## src/rtl/stopwatch_display_pkg.sv

```systemverilog
// rtl/stopwatch_display_pkg.sv - segment glyphs and digit constants for the stopwatch display
package stopwatch_display_pkg;

    typedef logic [6:0] seg7_t;

    localparam int NUM_DIGITS  = 4;
    localparam int COLON_DIGIT = 2;

    // Active-low, bit 6 = g ... bit 0 = a
    localparam seg7_t SEG_0     = 7'b1000000;
    localparam seg7_t SEG_1     = 7'b1111001;
    localparam seg7_t SEG_2     = 7'b0100100;
    localparam seg7_t SEG_3     = 7'b0110000;
    localparam seg7_t SEG_4     = 7'b0011001;
    localparam seg7_t SEG_5     = 7'b0010010;
    localparam seg7_t SEG_6     = 7'b0000010;
    localparam seg7_t SEG_7     = 7'b1111000;
    localparam seg7_t SEG_8     = 7'b0000000;
    localparam seg7_t SEG_9     = 7'b0010000;
    localparam seg7_t SEG_DASH  = 7'b0111111;
    localparam seg7_t SEG_BLANK = 7'b1111111;

    function automatic logic [3:0] anode_sel(input logic [1:0] digit);
        return ~(4'b0001 << digit);
    endfunction

endpackage

```

## src/rtl/stopwatch_display_bcd_to_seg7.sv

```systemverilog
// rtl/stopwatch_display_bcd_to_seg7.sv - BCD nibble to active-low seven-segment glyph, dash for 10-15
module bcd_to_seg7
    import stopwatch_display_pkg::*;
(
    input  logic [3:0] bcd,
    output seg7_t      seg
);

    always_comb begin
        seg = SEG_DASH;
        case (bcd)
            4'd0: seg = SEG_0;
            4'd1: seg = SEG_1;
            4'd2: seg = SEG_2;
            4'd3: seg = SEG_3;
            4'd4: seg = SEG_4;
            4'd5: seg = SEG_5;
            4'd6: seg = SEG_6;
            4'd7: seg = SEG_7;
            4'd8: seg = SEG_8;
            4'd9: seg = SEG_9;
            default: seg = SEG_DASH;
        endcase
    end

endmodule

```

## src/rtl/stopwatch_display.sv

```systemverilog
// rtl/stopwatch_display.sv - 4-digit multiplexed MM:SS display with blink modes; STOPWATCH_DISPLAY_LZB_EN blanks a zero minutes-tens digit
module stopwatch_display
    import stopwatch_display_pkg::*;
#(
    parameter int REFRESH_DIV  = 50000,
    parameter int BLINK_FRAMES = 50
) (
    input  logic        clk_in,
    input  logic        RESET_N,
    input  logic [16:1] Q,
    input  logic        RUNNING,
    input  logic        AT_LIMIT,
    output logic [4:1]  AN,
    output logic [7:1]  SEG,
    output logic        DP
);

    localparam int PW = $clog2(REFRESH_DIV);
    localparam int FW = $clog2(BLINK_FRAMES + 1);

    logic [PW-1:0] presc;
    logic [1:0]    idx;
    logic [15:0]   snap;
    logic [FW-1:0] frame_cnt;
    logic          phase;

    logic          tick;
    logic          wrap;
    logic [3:0]    nibble;
    seg7_t         dec_seg;
    logic [3:0]    an_nxt;
    seg7_t         seg_nxt;
    logic          dp_nxt;

    assign tick   = (presc == PW'(REFRESH_DIV - 1));
    assign wrap   = tick && (idx == 2'(NUM_DIGITS - 1));
    assign nibble = snap[{idx, 2'b00} +: 4];

    bcd_to_seg7 u_dec (
        .bcd (nibble),
        .seg (dec_seg)
    );

    // The tick cycle itself is rendered as an all-off guard so the anode switch never ghosts
    always_comb begin
        an_nxt  = 4'b1111;
        seg_nxt = SEG_BLANK;
        dp_nxt  = 1'b1;
        if (!tick) begin
            an_nxt  = anode_sel(idx);
            seg_nxt = dec_seg;
            if (idx == 2'(COLON_DIGIT) && !AT_LIMIT)
                dp_nxt = RUNNING ? ~phase : 1'b0;
`ifdef STOPWATCH_DISPLAY_LZB_EN
            if (idx == 2'd3 && nibble == 4'd0) begin
                an_nxt  = 4'b1111;
                seg_nxt = SEG_BLANK;
            end
`endif
            if (AT_LIMIT && !phase) begin
                an_nxt  = 4'b1111;
                seg_nxt = SEG_BLANK;
            end
        end
    end

    always_ff @(posedge clk_in or negedge RESET_N) begin
        if (!RESET_N) begin
            presc     <= '0;
            idx       <= 2'd0;
            snap      <= 16'd0;
            frame_cnt <= '0;
            phase     <= 1'b1;
            AN        <= 4'b1111;
            SEG       <= SEG_BLANK;
            DP        <= 1'b1;
        end else begin
            presc <= tick ? '0 : presc + 1'b1;
            if (tick)
                idx <= idx + 2'd1;
            // Snapshot and blink bookkeeping share the frame boundary edge
            if (wrap) begin
                snap <= Q;
                if (frame_cnt == FW'(BLINK_FRAMES - 1)) begin
                    frame_cnt <= '0;
                    phase     <= ~phase;
                end else begin
                    frame_cnt <= frame_cnt + 1'b1;
                end
            end
            AN  <= an_nxt;
            SEG <= seg_nxt;
            DP  <= dp_nxt;
        end
    end

endmodule

```

## config.mk

```make
export PLATFORM = sky130hd
export DESIGN_NAME = stopwatch_display
export DESIGN_NICKNAME = d
export VERILOG_FILES = /design/src/rtl/stopwatch_display_pkg.sv /design/src/rtl/stopwatch_display_bcd_to_seg7.sv /design/src/rtl/stopwatch_display.sv
export SDC_FILE = /design/constraint.sdc
export NUM_CORES = 1
export LEC_CHECK = 0
export BUFFER_PORTS_ARGS = -buffer_cell sky130_fd_sc_hd__buf_2
export CAP_MARGIN = 20
export CORE_AREA = 2 2 71 73
export DETAILED_ROUTE_END_ITERATION = 10
export DIE_AREA = 0 0 73 75
export PLACE_DENSITY = 0.88
export SYNTH_ARGS = -nofsm -noshare
export SYNTH_HDL_FRONTEND = slang
export SYNTH_SLANG_ARGS = --single-unit
```

## constraint.sdc

```tcl
create_clock -name clk_in -period 2.1 [get_ports clk_in]
set_input_delay 0.105 -clock clk_in [delete_from_list [all_inputs] [get_ports clk_in]]
set_output_delay 0.105 -clock clk_in [all_outputs]
set_load 0.02 [all_outputs]
```

==> results of run 1 <==
[worst paths after layout]
check | start | to | slack [ns] | cells after the start
setup / recovery | presc[0] | SEG[7] | 0.23 | 5
hold / removal | Q[13] | snap[12] | 0.008 | 2
setup reg to reg | presc[0] | SEG[7] | 0.23 | 5
hold reg to reg | presc[0] | presc[0] | 0.49 | 1
max in group asynchronous | RESET_N | SEG[2] | 1.12 | 3
min in group asynchronous | RESET_N | frame_cnt[1] | 0.30 | 2
[stage by stage]
step	setup slack, ns	total power (W)	std cells
floorplan	0.3540	0.001146	212
global placement	0.2326	0.001202	293
detailed placement	0.1548	0.001207	293
CTS	0.1165	0.001803	302
global route	0.001101	0.001860	303
finish	0.2261	0.001792	303
[cell families (layout without fill, tap and decap cells)]
group,Yosys count,in the layout
adder cells (fa/ha/maj),13,13
AO/OA/AOI/OAI,24,24
multiplexers,25,25
AND/OR/NAND/NOR,65,65
XOR/XNOR,14,14
buffers and inverters,18,55
flip-flops,53,53
[routing by layer]
layer  vias to the layer above  share of wire, %  routed length [um]
met1                       824                45                2017
met5                         -                 0                   0
li1                        805                 -                   -
met2                        39                50                2219
met3                         8               3.0                 132
met4                         0               2.0                  91
[worst max-delay path, cell delays in order (launching register included)]
cell     delay, ns
dfrtp_1       0.42
ha_1          0.24
and3_1        0.21
and4_4        0.21
a21oi_1       0.49
o21ai_0       0.20
[layout make-up]
class                           instances  area share, %
Timing Repair Buffer                   36          6.810
Sequential cell                        53          46.29
Inverter                               11          1.422
Tap cell                               54          2.328
Clock inverter                          3         0.9052
Clock buffer                            5          2.371
Multi-Input combinational cell        141          39.87
[synth_stat cells, drive strengths merged, types with 2 or more instances]
cell type / count / area [um2]
nand2: 14 / 60.06
dfrtp: 40 / 1001
dfstp: 13 / 341.6
nand4: 2 / 18.77
xnor2: 9 / 78.83
nor2b: 2 / 12.51
nor2: 16 / 60.06
inv: 11 / 41.29
mux2i: 2 / 20.02
and4: 3 / 28.78
nand2b: 3 / 18.77
nand3: 9 / 45.04
or2: 2 / 12.52
mux2: 19 / 247.7
clkbuf: 2 / 7.510
o211ai: 2 / 15.01
buf: 5 / 46.29
o21ai: 9 / 45.04
and3: 3 / 18.77
xor2: 5 / 43.79
or3: 2 / 17.52
mux4: 4 / 90.09
ha: 13 / 162.7
a21oi: 8 / 43.79
nor3: 4 / 20.02
[state kept, by name (all words and copies together) (netlist names)]
name	cells
presc	16
snap	16
SEG	7
frame_cnt	6
AN	4
idx	2
DP	1
phase	1
[report_power, final]
part / internal, W / switching, W / total, W
sequential: 0.00105 / 0.0000126 / 0.00107
clock: 0.000243 / 0.000358 / 0.000601
combinational: 0.0000568 / 0.0000687 / 0.000126
total: 0.00135 / 0.000439 / 0.00179
[repair_timing]
item | CTS | global route
resized for setup | 0 | 1
hold buffers | 1 | 1
endpoints found under the setup margin | 0 | 3
setup buffers | 0 | 0
hold endpoints to repair | 23 | 1
==> results.sh, run 1 <==
export IMPL_rows=25
export IMPL_nets=281
export IMPL_syn_avg_cell_area_um2=12.24
export IMPL_rsz0062_at_grt="false"
export IMPL_antenna_cells=0
export IMPL_clk_path_buf_depth=2
export IMPL_synth_top_family_by_area="simple AND/OR/NAND/NOR gates"
export IMPL_vias=1676
export IMPL_layout_drive_gt1_share_pct=34.94
export IMPL_use_met2_pct=29.23
export IMPL_status="complete, no violations"
export IMPL_grt_start_max_net_pins=26
export IMPL_path_clk_slew_ns=0.10
export IMPL_fillers=338
export IMPL_grt_pass1_wl_mm=7.493
export IMPL_multi_input_area_um2=1157
export IMPL_grtUsageMet3_pct=3.481
export IMPL_synth_edf_count=0
export IMPL_crit_arrival_ns=2.09
export IMPL_insertion_delay_ns=0.32
export IMPL_worstHoldPathType="in2reg"
export IMPL_synth_xor_area_share_pct=4.725
export IMPL_layout_common_cells="dfrtp_1 (39), buf_2 (31), nor2_1 (16)"
export IMPL_period_minus_slack_ns=1.874
export IMPL_hold_violations=0
export IMPL_cp_start_kind="register"
export IMPL_ir_drop_v=0.0004531
export IMPL_cts_root_buf="clkbuf_8"
export IMPL_die_width_um=73
export IMPL_initial_core_util_pct=55.68
export IMPL_maxCapViolations=0
export IMPL_slew_viol_final=0
export IMPL_htreeDepth=2
export IMPL_syn_num_nets=245
export IMPL_core_um2=4661
export IMPL_tightestPinTransition_ns=0.5921
export IMPL_mostFrequentLayoutCell="dfrtp_1"
export IMPL_fmax_mhz=533.6
export IMPL_synth_seq_area_share_pct=51.74
export IMPL_die_h_um=75
export IMPL_synth_cell_types=44
export IMPL_totalWireLength_mm=4.461
export IMPL_yosys_most_used_dff="dfrtp_1"
export IMPL_syn_area_um2=2595
export IMPL_grt_busiest_layer="met2"
export IMPL_p_leak_nw=1.317
export IMPL_drc_errors=0
export IMPL_gp_congestion=0.8448
export IMPL_fin_area_um2=2903
export IMPL_via_per_inst=5.531
export IMPL_dr_pass1_iters=4
export IMPL_crit_required_ns=2.31
export IMPL_cts_sinks=53
export IMPL_crit_type="reg2reg"
export IMPL_ioPinCount=32
export IMPL_grt_util_all_layers_pct=18.21
export IMPL_routedWlPerCell_um=14.72
export IMPL_yosys_area_share_adder_pct=6.268
export IMPL_hpwl_mm=3.217
export IMPL_synth_async_reset_ratio_pct=100.0
export IMPL_crit_path_end_kind="register"
export IMPL_antenna_found_initial=0
export IMPL_grt_pass1_vias=1636
export IMPL_setup_tns_final_ns=0
export IMPL_die_area_um2=5475
export IMPL_synth_compound_area_share_pct=5.738
export IMPL_setup_violations_final=0
export IMPL_grt_use_met1_pct=23.25
export IMPL_grt_overflow_total=0
export IMPL_finalClockSkew_ns=0.006976
export IMPL_port_buffers=31
export IMPL_synth_simple_area_share_pct=14.08
export IMPL_regArea_um2=1344
export IMPL_drtIter0Drc=103
export IMPL_muxShareOfSynthArea_pct=13.79
export IMPL_post_dp_cell_area_um2=2786
export IMPL_max_slew_margin_pct=60.53
export IMPL_fin_hold_ws_ns=0.008443
export IMPL_cts_tree="yes"
export IMPL_yosysWarningCount=0
export IMPL_p_per_area_nw_per_um2=617.3
export IMPL_utilization_pct=62.28
export IMPL_cts_buffers=5
export IMPL_ys_ff_latch=53
export IMPL_netlist_instances=212
export IMPL_postRouteAntennaNets=0
export IMPL_syn_to_final_growth_pct=11.86
export IMPL_cp_max_fo=13
export IMPL_min_period_over_period_pct=89.23
Power figures use the tool's default switching activity.
==> inputs of run 2 (changes only) <==
--- a/config.mk
+++ b/config.mk
@@ -10,6 +10,7 @@
 export CORE_AREA = 2 2 71 73
 export DETAILED_ROUTE_END_ITERATION = 10
 export DIE_AREA = 0 0 73 75
+export MAX_ROUTING_LAYER = met4
 export PLACE_DENSITY = 0.88
 export SYNTH_ARGS = -nofsm -noshare
 export SYNTH_HDL_FRONTEND = slang
==> results.sh, run 2 (synthesized netlist as in run 1, its figures left out) <==
export IMPL_initial_core_util_pct=55.68
export IMPL_layout_drive_gt1_share_pct=34.66
export IMPL_cts_sinks=53
export IMPL_fin_ws_ns=0.2214
export IMPL_grt_overflow_total=0
export IMPL_p_leak_nw=1.326
export IMPL_cp_start_kind="register"
export IMPL_die_area_um2=5475
export IMPL_startpoint="idx[0]"
export IMPL_hpwl_mm=3.217
export IMPL_vias=1697
export IMPL_drtIter0Drc=104
export IMPL_status="complete, no violations"
export IMPL_setup_tns_final_ns=0
export IMPL_layout_common_cells="dfrtp_1 (39), buf_2 (31), nor2_1 (16)"
export IMPL_path_clk_slew_ns=0.10
export IMPL_postRouteAntennaNets=0
export IMPL_cp_max_fo=7
export IMPL_ioPinCount=32
export IMPL_min_path_cells=2
export IMPL_via_per_inst=5.564
export IMPL_antenna_cells=0
export IMPL_finalClockSkew_ns=0.007892
export IMPL_core_um2=4661
export IMPL_maxCapViolations=0
export IMPL_clk_path_buf_depth=2
export IMPL_power_w=0.001789
export IMPL_ir_drop_v=0.0004558
export IMPL_regToRegSetupSlack_ns=0.22
export IMPL_max_slew_margin_pct=60.47
export IMPL_dpl_worst_slack_ns=0.1548
export IMPL_htreeDepth=2
export IMPL_cts_root_buf="clkbuf_8"
export IMPL_grt_pass1_vias=1633
export IMPL_fillers=338
export IMPL_timing_rr_start="idx[0]"
export IMPL_crit_type="reg2reg"
export IMPL_grt_start_max_net_pins=26
export IMPL_top_regs="presc: 16 flops, snap: 16 flops, SEG: 7 flops"
export IMPL_postCtsSetupBuffers=0
export IMPL_slew_viol_final=0
export IMPL_port_buffers=31
export IMPL_multi_input_area_um2=1157
export IMPL_insertion_delay_ns=0.31
export IMPL_rows=25
export IMPL_die_h_um=75
export IMPL_grt_pass1_wl_mm=7.527
export IMPL_nets=283
export IMPL_mostFrequentLayoutCell="dfrtp_1"
export IMPL_crit_arrival_ns=2.09
export IMPL_min_from="Q[4]"
export IMPL_fmax_mhz=532.3
export IMPL_grt_util_all_layers_pct=18.91
export IMPL_hold_violations=0
export IMPL_p_per_area_nw_per_um2=612.1
export IMPL_routedWlPerCell_um=14.66
export IMPL_min_period_over_period_pct=89.46
export IMPL_dr_pass1_iters=4
export IMPL_period_minus_slack_ns=1.879
export IMPL_cts_buffers=5
export IMPL_drc_errors=0
export IMPL_gp_congestion=0.8580
export IMPL_cts_tree="yes"
export IMPL_regArea_um2=1344
export IMPL_antenna_found_initial=0
export IMPL_r2r_end="SEG[4]"
export IMPL_rr_worst_depth=5
export IMPL_worstHoldPathType="in2reg"
export IMPL_rsz0062_at_grt="false"
export IMPL_syn_to_final_growth_pct=12.63
export IMPL_die_width_um=73
export IMPL_min_to="snap[3]"
export IMPL_setup_violations_final=0
export IMPL_totalWireLength_mm=4.471
export IMPL_crit_required_ns=2.31
export IMPL_crit_path_end_kind="register"
export IMPL_tightestPinTransition_ns=0.5930
[run 2: what timing repair did]
item | CTS | global route
hold buffers | 1 | 3
gates resized for setup | 0 | 1
endpoints found under the setup margin | 0 | 3
hold endpoints to repair | 23 | 3
[run 2: area by class of cell]
cell class | count | area share, %
well taps | 54 | 2.312
repair buffers | 38 | 7.449
inverters | 11 | 1.413
flip-flops and latches | 53 | 45.98
clock buffers | 5 | 2.354
multi-input cells | 141 | 39.60
clock inverters | 3 | 0.8990
[run 2: worst max-delay path: stages (launching register included)]
cell,delay [ns]
dfrtp_2,0.48
mux4_2,0.59
ha_1,0.21
or2_1,0.24
a21oi_1,0.16
o21ai_0,0.10
[run 2: how the worst max path moves through the flow]
stage / endpoint / cells past startpoint / slack, ns
3_5_place_dp: SEG[4] / 5 / 0.15
2_1_floorplan: SEG[4] / 6 / 0.35
4_1_cts: SEG[4] / 5 / 0.12
6_report: SEG[4] / 5 / 0.22
5_1_grt: SEG[1] / 5 / 0.001
3_3_place_gp: SEG[4] / 5 / 0.23
[run 2: metal layers]
metal,share of wire [%],routed length (um),vias up,global-route usage [%]
met2,49,2199,50,29.33
met5,0,0,-,-
li1,-,-,806,-
met4,2.1,92,0,9.259
met3,4.2,186,7,4.685
met1,45,1993,834,23.25
[run 2: through the flow]
stage	instances	instance area, um2	util [%]	hold slack, ns
3_3_place_gp	293	2786	59.79	0.1189
3_5_place_dp	293	2786	59.79	0.1244
4_1_cts	302	2892	62.04	0.001356
5_1_grt	305	2923	62.71	0.001541
6_report	305	2923	62.71	0.01214
2_1_floorplan	212	2595	-	-0.1906
[run 2: where the power goes]
group | internal, W | switching, W
combinational | 0.0000592 | 0.0000689
sequential | 0.00105 | 0.0000130
clock | 0.000243 | 0.000352
total | 0.00136 | 0.000434
==> inputs of run 3 (changes only) <==
--- a/config.mk
+++ b/config.mk
@@ -7,11 +7,12 @@
 export LEC_CHECK = 0
 export BUFFER_PORTS_ARGS = -buffer_cell sky130_fd_sc_hd__buf_2
 export CAP_MARGIN = 20
-export CORE_AREA = 2 2 71 73
+export CORE_AREA = 2 2 69 71
+export CTS_BUF_LIST = sky130_fd_sc_hd__clkbuf_4 sky130_fd_sc_hd__clkbuf_8
 export DETAILED_ROUTE_END_ITERATION = 10
-export DIE_AREA = 0 0 73 75
+export DIE_AREA = 0 0 71 73
 export MAX_ROUTING_LAYER = met4
-export PLACE_DENSITY = 0.88
+export PLACE_DENSITY = 0.91
 export SYNTH_ARGS = -nofsm -noshare
 export SYNTH_HDL_FRONTEND = slang
 export SYNTH_SLANG_ARGS = --single-unit
==> constraint.sdc (replaced) <==
create_clock -name clk_in -period 2.14 [get_ports clk_in]
set_input_delay 0.107 -clock clk_in [delete_from_list [all_inputs] [get_ports clk_in]]
set_output_delay 0.107 -clock clk_in [all_outputs]
set_load 0.02 [all_outputs]
==> results.sh, run 3 (synthesized netlist as in run 1, its figures left out) <==
export IMPL_crit_path_end_kind="register"
export IMPL_vias=1620
export IMPL_slew_viol_final=0
export IMPL_cp_num_buf_inv=0
export IMPL_insertion_delay_ns=0.31
export IMPL_mostFrequentLayoutCell="dfrtp_1"
export IMPL_hold_violations=0
export IMPL_totalWireLength_mm=4.154
export IMPL_cp_max_fo=13
export IMPL_via_per_inst=5.382
export IMPL_cts_root_buf="clkbuf_8"
export IMPL_min_period_over_period_pct=89.80
export IMPL_antenna_found_initial=0
export IMPL_ctsHoldBuffers=1
export IMPL_fillers=338
export IMPL_die_area_um2=5183
export IMPL_maxCapViolations=0
export IMPL_setup_tns_final_ns=0
export IMPL_crit_required_ns=2.35
export IMPL_p_leak_nw=1.307
export IMPL_status="complete, no violations"
export IMPL_cp_cell_sequence="ha_1 > and3_1 > and4_4 > a21oi_1 > o21ai_0"
export IMPL_cp_start_kind="register"
export IMPL_die_h_um=73
export IMPL_dr_pass1_iters=4
export IMPL_cts_resized=0
export IMPL_routedWlPerCell_um=13.80
export IMPL_max_slew_margin_pct=58.65
export IMPL_switching_share_pct=22.92
export IMPL_worstHoldPathType="in2reg"
export IMPL_hpwl_mm=3.035
export IMPL_dpl_worst_slack_ns=0.2287
export IMPL_crit_arrival_ns=2.13
export IMPL_ir_drop_v=0.0003966
export IMPL_grt_overflow_total=0
export IMPL_layout_drive_gt1_share_pct=34.41
export IMPL_htreeDepth=2
export IMPL_grt_pass1_vias=1616
export IMPL_top_regs="presc: 16 flops, snap: 16 flops, SEG: 7 flops"
export IMPL_combPwrFrac_pct=7.1
export IMPL_finalClockSkew_ns=0.006133
export IMPL_grt_util_all_layers_pct=19.02
export IMPL_fin_area_um2=2893
export IMPL_path_clk_slew_ns=0.09
export IMPL_p_sw_w=0.0003961
export IMPL_antenna_cells=0
export IMPL_cts_buffers=5
export IMPL_postCtsSetupBuffers=0
export IMPL_fmax_mhz=520.4
export IMPL_period_minus_slack_ns=1.922
export IMPL_p_int_w=0.001332
export IMPL_ioPinCount=32
export IMPL_port_buffers=31
export IMPL_initial_core_util_pct=57.21
export IMPL_layout_common_cells="dfrtp_1 (40), buf_2 (31), nor2_1 (16)"
export IMPL_drtIter0Drc=110
export IMPL_p_clk_share_pct=32.5
export IMPL_slowest_delay_ns=0.51
export IMPL_grt_start_max_net_pins=29
export IMPL_power_w=0.001728
export IMPL_rsz0062_at_grt="false"
export IMPL_crit_type="reg2reg"
export IMPL_rows=25
export IMPL_drc_errors=0
export IMPL_clk_path_buf_depth=2
export IMPL_post_dp_cell_area_um2=2791
export IMPL_grt_pass1_wl_mm=7.362
export IMPL_cts_tree="yes"
export IMPL_die_width_um=71
export IMPL_fin_ws_ns=0.2183
export IMPL_tightestPinTransition_ns=0.6202
export IMPL_fin_hold_ws_ns=0.01406
export IMPL_path_delay_family="compound AO/OA/AOI/OAI gates"
export IMPL_cpMaxStageDelayCell="a21oi_1"
export IMPL_syn_to_final_growth_pct=11.48
export IMPL_nets=279
export IMPL_p_seq_share_pct=60.4
export IMPL_gp_congestion=0.8736
export IMPL_postRouteAntennaNets=0
export IMPL_setup_violations_final=0
export IMPL_cts_sinks=53
export IMPL_p_per_area_nw_per_um2=597.4
export IMPL_core_um2=4536
## run 3: cell types whose count changed in the layout (fill, tap and decap cells not counted)
cell,delta
dlygate4sd3_1,-3
buf_12,+1
inv_6,-1
clkbuf_4,+1
clkinvlp_4,+2
dfrtp_2,-1
clkinv_4,-2
dfrtp_1,+1
buf_4,-2
## run 3: power by group through the flow
stage / clock [W] / combinational (W) / sequential, W
5_1_grt: 0.000616 / 0.000138 / 0.00105
3_5_place_dp: 0 / 0.000123 / 0.00106
2_1_floorplan: 0 / 0.0000518 / 0.00107
6_report: 0.000561 / 0.000123 / 0.00104
3_3_place_gp: 0 / 0.000118 / 0.00106
4_1_cts: 0.000579 / 0.000125 / 0.00104
## run 3: cell type report
class | instances | area (um2) | area share (%)
flip-flops and latches | 53 | 1343 | 46.41
well taps | 54 | 67.56 | 2.336
repair buffers | 34 | 192.7 | 6.661
clock buffers | 6 | 76.32 | 2.638
multi-input cells | 141 | 1157 | 40.01
inverters | 11 | 41.29 | 1.427
clock inverters | 2 | 15.01 | 0.5190
## run 3: per-stage QoR
step | utilization (%) | std cells
floorplan | - | 212
global placement | 61.54 | 292
detailed placement | 61.54 | 292
CTS | 63.78 | 301
global route | 63.78 | 301
finish | 63.78 | 301
## run 3: final timing paths
path	start	to	slack [ns]	cells past startpoint
min reg2reg	presc[12]	presc[12]	0.50	1
max	presc[0]	SEG[2]	0.22	5
min	AT_LIMIT	DP	0.01	2
min in group asynchronous	RESET_N	presc[6]	0.32	2
max in group asynchronous	RESET_N	SEG[5]	1.20	3
max reg2reg	presc[0]	SEG[2]	0.22	5
## run 3: routing by layer
layer  routed length (um)  GRT usage, %  vias up  share of wire (%)
li1                     -             -      800                  -
met2                 1945         28.56       34                 47
met5                    0             -        -                  0
met3                  166         3.453        5                4.0
met4                   92         8.805        0                2.2
met1                 1949         25.41      781                 47
## run 3: worst register-to-register path, cell delays in order (launching register included)
cell and delay, ns:
dfrtp_1 0.42, ha_1 0.26, and3_1 0.22, and4_4 0.21, a21oi_1 0.51, o21ai_0 0.20
